--- config.mk ---
export PLATFORM = sky130hd
export DESIGN_NAME = mux8_rr_sched_flat
export DESIGN_NICKNAME = d
export VERILOG_FILES = /design/src/rtl/mux8_rr_sched_if.sv /design/src/rtl/mux8_rr_sched.sv /design/src/flat_wrapper.sv
export SDC_FILE = /design/constraint.sdc
export NUM_CORES = 1
export LEC_CHECK = 0
export CAP_MARGIN = 40
export CORE_ASPECT_RATIO = 2
export CORE_MARGIN = 2
export CORE_UTILIZATION = 60
export DETAILED_ROUTE_END_ITERATION = 12
export PLACE_DENSITY = 0.82
export SYNTH_ARGS = -nofsm -noshare
export SYNTH_HDL_FRONTEND = slang
export SYNTH_SLANG_ARGS = --single-unit
--- constraint.sdc ---
create_clock -name clk -period 3.9 [get_ports clk]
set_input_delay 0.585 -clock clk [delete_from_list [all_inputs] [get_ports clk]]
set_output_delay 0.585 -clock clk [all_outputs]
set_load 0.01 [all_outputs]
--- src/rtl/mux8_rr_sched_if.sv ---
// Handshake bundle between the requesters/consumer and the 8:1 mux scheduler.
// The master side drives requests and downstream ready; the slave side is the scheduler.
interface mux8_rr_sched_if;
    logic [7:0] req;
    logic       out_ready;
    logic [2:0] sel;
    logic [7:0] gnt;
    logic       out_valid;
    logic       busy;

    modport master (
        output req,
        output out_ready,
        input  sel,
        input  gnt,
        input  out_valid,
        input  busy
    );

    modport slave (
        input  req,
        input  out_ready,
        output sel,
        output gnt,
        output out_valid,
        output busy
    );
endinterface

--- src/rtl/mux8_rr_sched.sv ---
// Round-robin scheduler sharing one 8:1 single-bit mux among 8 requesters.
// A grant lasts until its requester drops req or MAX_HOLD beats are accepted;
// it then rotates straight to the next waiting requester with no idle bubble.
module mux8_rr_sched #(
    parameter int MAX_HOLD = 4,
    parameter int CNTW     = 4
) (
    input  logic             clk,
    input  logic             rst,
    mux8_rr_sched_if.slave   bus
);

    localparam logic [0:0]      S_IDLE    = 1'b0;
    localparam logic [0:0]      S_GRANT   = 1'b1;
    localparam logic [CNTW-1:0] LAST_BEAT = CNTW'(MAX_HOLD - 1);

    logic [0:0]      state;
    logic [2:0]      sel_q;
    logic [2:0]      ptr;
    logic [7:0]      gnt_q;
    logic [CNTW-1:0] cnt;
    logic            busy_q;

    logic            valid;
    logic            beat;
    logic            rel;
    logic            any_req;
    logic [2:0]      next_start;
    logic [2:0]      pick_idle;
    logic [2:0]      pick_next;

    // First index at or after p (wrapping mod 8) whose bit in v is set.
    function automatic logic [2:0] pick(input logic [2:0] p, input logic [7:0] v);
        logic [2:0] idx;
        logic [2:0] res;
        logic       found;
        res   = p;
        found = 1'b0;
        for (int i = 0; i < 8; i++) begin
            idx = p + 3'(i);
            if (!found && v[idx]) begin
                res   = idx;
                found = 1'b1;
            end
        end
        return res;
    endfunction

    assign valid      = (state == S_GRANT) && bus.req[sel_q];
    assign beat       = valid && bus.out_ready;
    assign any_req    = |bus.req;
    assign next_start = sel_q + 3'd1;

    // Release when the owner lets go, or when the last allowed beat is accepted.
    always_comb begin
        rel       = 1'b0;
        pick_idle = pick(ptr, bus.req);
        pick_next = pick(next_start, bus.req);
        if (state == S_GRANT) begin
            rel = !bus.req[sel_q] || (beat && (cnt == LAST_BEAT));
        end
    end

    // Grant state machine: start from ptr when idle, rotate past the owner on release.
    always_ff @(posedge clk or posedge rst) begin
        if (rst) begin
            state  <= S_IDLE;
            sel_q  <= 3'd0;
            ptr    <= 3'd0;
            gnt_q  <= 8'h00;
            cnt    <= '0;
            busy_q <= 1'b0;
        end else begin
            case (state)
                S_IDLE: begin
                    if (any_req) begin
                        state  <= S_GRANT;
                        sel_q  <= pick_idle;
                        gnt_q  <= 8'b1 << pick_idle;
                        cnt    <= '0;
                        busy_q <= 1'b1;
                    end
                end
                S_GRANT: begin
                    if (rel) begin
                        ptr <= next_start;
                        cnt <= '0;
                        if (any_req) begin
                            sel_q <= pick_next;
                            gnt_q <= 8'b1 << pick_next;
                        end else begin
                            state  <= S_IDLE;
                            gnt_q  <= 8'h00;
                            busy_q <= 1'b0;
                        end
                    end else if (beat) begin
                        cnt <= cnt + 1'b1;
                    end
                end
                default: begin
                    state  <= S_IDLE;
                    gnt_q  <= 8'h00;
                    busy_q <= 1'b0;
                end
            endcase
        end
    end

    assign bus.sel       = sel_q;
    assign bus.gnt       = gnt_q;
    assign bus.busy      = busy_q;
    assign bus.out_valid = valid;

endmodule

--- src/flat_wrapper.sv ---
// flat-port wrapper written by rule: the top's interface ports become plain ports
module mux8_rr_sched_flat 
#(
    parameter int MAX_HOLD = 4,
    parameter int CNTW     = 4
)
  (clk, rst, bus_req, bus_out_ready, bus_sel, bus_gnt, bus_out_valid, bus_busy);
  mux8_rr_sched_if bus_i ();
  input  logic clk;
  input  logic rst;
  input wire logic [$bits(bus_i.req)-1:0] bus_req;
  input wire logic [$bits(bus_i.out_ready)-1:0] bus_out_ready;
  output wire logic [$bits(bus_i.sel)-1:0] bus_sel;
  output wire logic [$bits(bus_i.gnt)-1:0] bus_gnt;
  output wire logic [$bits(bus_i.out_valid)-1:0] bus_out_valid;
  output wire logic [$bits(bus_i.busy)-1:0] bus_busy;
  assign bus_i.req = bus_req;
  assign bus_i.out_ready = bus_out_ready;
  assign bus_sel = bus_i.sel;
  assign bus_gnt = bus_i.gnt;
  assign bus_out_valid = bus_i.out_valid;
  assign bus_busy = bus_i.busy;
  mux8_rr_sched #(.MAX_HOLD(MAX_HOLD), .CNTW(CNTW)) u_core (.clk(clk), .rst(rst), .bus(bus_i));
endmodule
==> summary.md, run 1 <==
| Metric | Value |
|---|---|
| Initial antenna violation count | 0 |
| CP Capture Type | flop |
| # setup viols final | 0 |
| Detailed Route Iter0 Violations | about 100 |
| Antenna diode count | 0 |
| Avg WL per Cell | 20.4 um |
| Async S/R FF share, synth | 100% |
| RR Startpoint | u_core.bus.sel[0]$_DFFE_PP0P_ |
| Nets | between 300 and 400 |
| Status | finished clean |
| Clk_lat worst skew | roughly 270 ps |
| Final ANT Viol Nets | 0 |
| Area of the mapped netlist | between 0.003 and 0.004 mm2 |
| Final TNS setup | 0 ps |
| Post-synth EDFFs | 0 |
| RSZ-0062 raised after global routing | false |
| WP data arrival | between 3000 and 4000 ps |
| R2r worst-path depth | 14 |
| Most frequent cells in the layout | nand2_1, clkdlybuf4s50_1, nor2_1, dfrtp_1, buf_4 |
| Commonest non-fill, non-tap cell in the layout | nand2_1 |
| CTS tree | done |
| Total CTS buffers | 3 |
| Synth unique cells | 83 |
| Clk slew on worst S/H paths | ~80 ps |
| Max-slew violation count | 0 |
| Core Box Area | between 0.005 and 0.006 mm2 |
| Synth area leaders | dfrtp_1, mux4_2, mux2i_1 |
| Hold Startpoint | u_core.bus.gnt[6]$_DFFE_PP0P_ |
| Post-CTS Setup Inserts | 0 |
| Setup Crit Path Kind | in2reg |
| # IOs | 24 |
| Vias in the first global route | 2997 |
| Global-route wire length before repair | 14000 um |
| Fin crit share | around 93% |
| Max Clock Skew | between 4 and 5 ps |
| Via-to-Cell Ratio | 7.01 |
| H-tree levels | 1 |
| FF-to-FF End | u_core.bus.gnt[2]$_DFFE_PP0P_ |
| Hold path endpoint | u_core.bus.gnt[6]$_DFFE_PP0P_ |
| Max-cap violation count | 0 |
| Routed wire length | approximately 8500 um |
| Final hold viol count | 0 |
| Cell Rows | 37 |
| Die height | ~110 um |
| Clk root buf | clkbuf_8 |
| Die area | 0.00583 mm2 |
| Clock sinks | 20 |
| Area leader, netlist | dfrtp_1 |
| Area fraction of the dominant cell type after synthesis | between 10% and 20% |
| Slew @ Worst Pin | between 700 and 800 ps |
| Worst-path maximum fanout | 13 |
| Initial Util | between 60 and 70% |
| Flops & latches, synth | 20 |
| Die width | ~55 um |
| Fmax | 0.276 GHz |
| Final GP Congestion | approximately 1.1 |
| R2R Setup Slk | approximately 270 ps |
| Gr ovfl total | 0 |
| Slowest stage cell on the critical path | clkdlybuf4s50_1 |
| Tmin final | 3630 ps |
| CP cell instances | clkdlybuf4s50_1 > or2_0 > o221a_1 > o31ai_2 > o22ai_1 > buf_4 > o221a_1 > o32ai_2 > a21oi_2 > buf_4 > nand2b_1 > o221ai_1 |
| Mapped Cells | 344 |
| Clk buf depth | 2 |
| Largest net degree at the start of global routing | 30 |
| Sequential share of the synthesized area | 16.0% |
| Syn Area/Cell | just over 9 um2 |
| Via Count | ~3000 |
| Worst path top cell family by delay | compound AO/OA/AOI/OAI gates |
| Ratio of cells with drive above 1 in the final layout | 22.2% |
| Worst Path Required | between 4000 and 5000 ps |
| Hold Path Class | reg2reg |
| Area Overhead vs Synth | 9.54% |
| Startpoint types | input port |
| Top_reg_cell synth | dfrtp_1 |
| Normalized max-slew margin | 48.8% |
| CP startpoint | bus_req[7] |
| DP HPWL | 6360 um |
| Port bufs | 23 |
| CP bufs+invs | 3 |
| Fin util | approximately 67% |
| DRT Pass-1 Iters | 4 |
| Syn_nets | 360 |
| Warning count from the yosys run | 0 |
| WHS Path Cells | 2 |
| Delay of the slowest critical-path stage | ~600 ps |
| DRC viols | 0 |
| Worst hold slack | 508 ps |
| GRT Overall Usage | 31.9% |
[state kept, by name (all words and copies together) (netlist names)]
register and flops:
u_core.bus.busy 1, u_core.state 1, u_core.bus.sel 3, u_core.ptr 3
u_core.bus.gnt 8, u_core.cnt 4
[tightest hold or removal path: cells and delay by family, from the launching register on]
family / cells / cell delay [ps]
flops: 1 / 350
compound gates: 1 / 70
simple gates: 1 / 50
[Yosys cell counts, types with 3 or more instances]
master	n
xnor2_1	8
a21oi_1	11
a31oi_1	4
buf_6	4
o221ai_1	6
dfrtp_1	20
nor4_1	7
inv_1	11
mux2_2	13
nand4_1	4
nand3_1	4
and2_1	5
nor3_1	10
nand2_1	39
buf_2	5
o22a_1	3
a32oi_1	4
o32a_1	3
a221o_1	3
nand2b_1	10
nor4b_1	4
nor2_1	20
mux2i_1	15
ha_1	5
nor2b_1	3
or3_1	4
o21ai_0	15
mux4_2	15
clkbuf_1	11
clkbuf_8	7
[per-stage QoR]
stage	setup slack (ps)	area, um2	std cells
2_1_floorplan	339	3120	344
3_3_place_gp	117	3340	414
3_5_place_dp	77.0	3340	414
4_1_cts	229	3410	418
5_1_grt	91.2	3420	418
6_report	271	3420	418
[how the worst max path moves through the flow]
| stage | cells past startpoint | slack [ps] | endpoint |
|---|---|---|---|
| finish | 12 | 270 | u_core.bus.gnt[2]$_DFFE_PP0P_ |
| detailed placement | 10 | 80 | u_core.bus.gnt[4]$_DFFE_PP0P_ |
| global placement | 10 | 120 | u_core.bus.gnt[4]$_DFFE_PP0P_ |
| CTS | 12 | 230 | u_core.bus.gnt[4]$_DFFE_PP0P_ |
| global route | 12 | 90 | u_core.bus.gnt[5]$_DFFE_PP0P_ |
| floorplan | 14 | 340 | u_core.bus.gnt[5]$_DFFE_PP0P_ |
[final cells by class]
class                      count  area [um2]
clock inverter                 1        30.0
tap                           58        72.6
clock buffer                   3        41.3
sequential                    20         500
multi-input combinational    283        2350
fill                         418        1670
timing repair buffer          42         385
inverter                      11        41.3
[metal layers]
metal  part of all wire [%]  GRT usage [%]
met2                     55           53.7
met3                    3.9           8.85
met1                     36           31.9
met4                    5.9           20.9
met5                      0              0
[cell families after synthesis]
logic type | Yosys count | share of synthesized area [%]
simple gates | 129 | 22.5
compound gates | 88 | 22.6
mux | 49 | 24.1
buf+inv | 41 | 8.94
flops | 20 | 16.0
xor+xnor | 12 | 3.85
fa+ha+maj | 5 | 2.00
[what timing repair did]
action	in CTS	in global routing
resized for setup	0	2
hold buffers	0	0
endpoints found under the setup margin	0	4
Power of run 1 is not shown: default switching activity piles up to over one toggle a cycle in this logic, so the estimate is an artifact.
==> run 2, diff against run 1 <==
--- a/constraint.sdc
+++ b/constraint.sdc
@@ -3,2 +3,2 @@
 set_output_delay 0.585 -clock clk [all_outputs]
-set_load 0.01 [all_outputs]
+set_load 0.005 [all_outputs]
==> results of run 2 <==
Final layout, timing and power as in run 1 (identical DEF).
Power of run 2 is left out for the same reason.
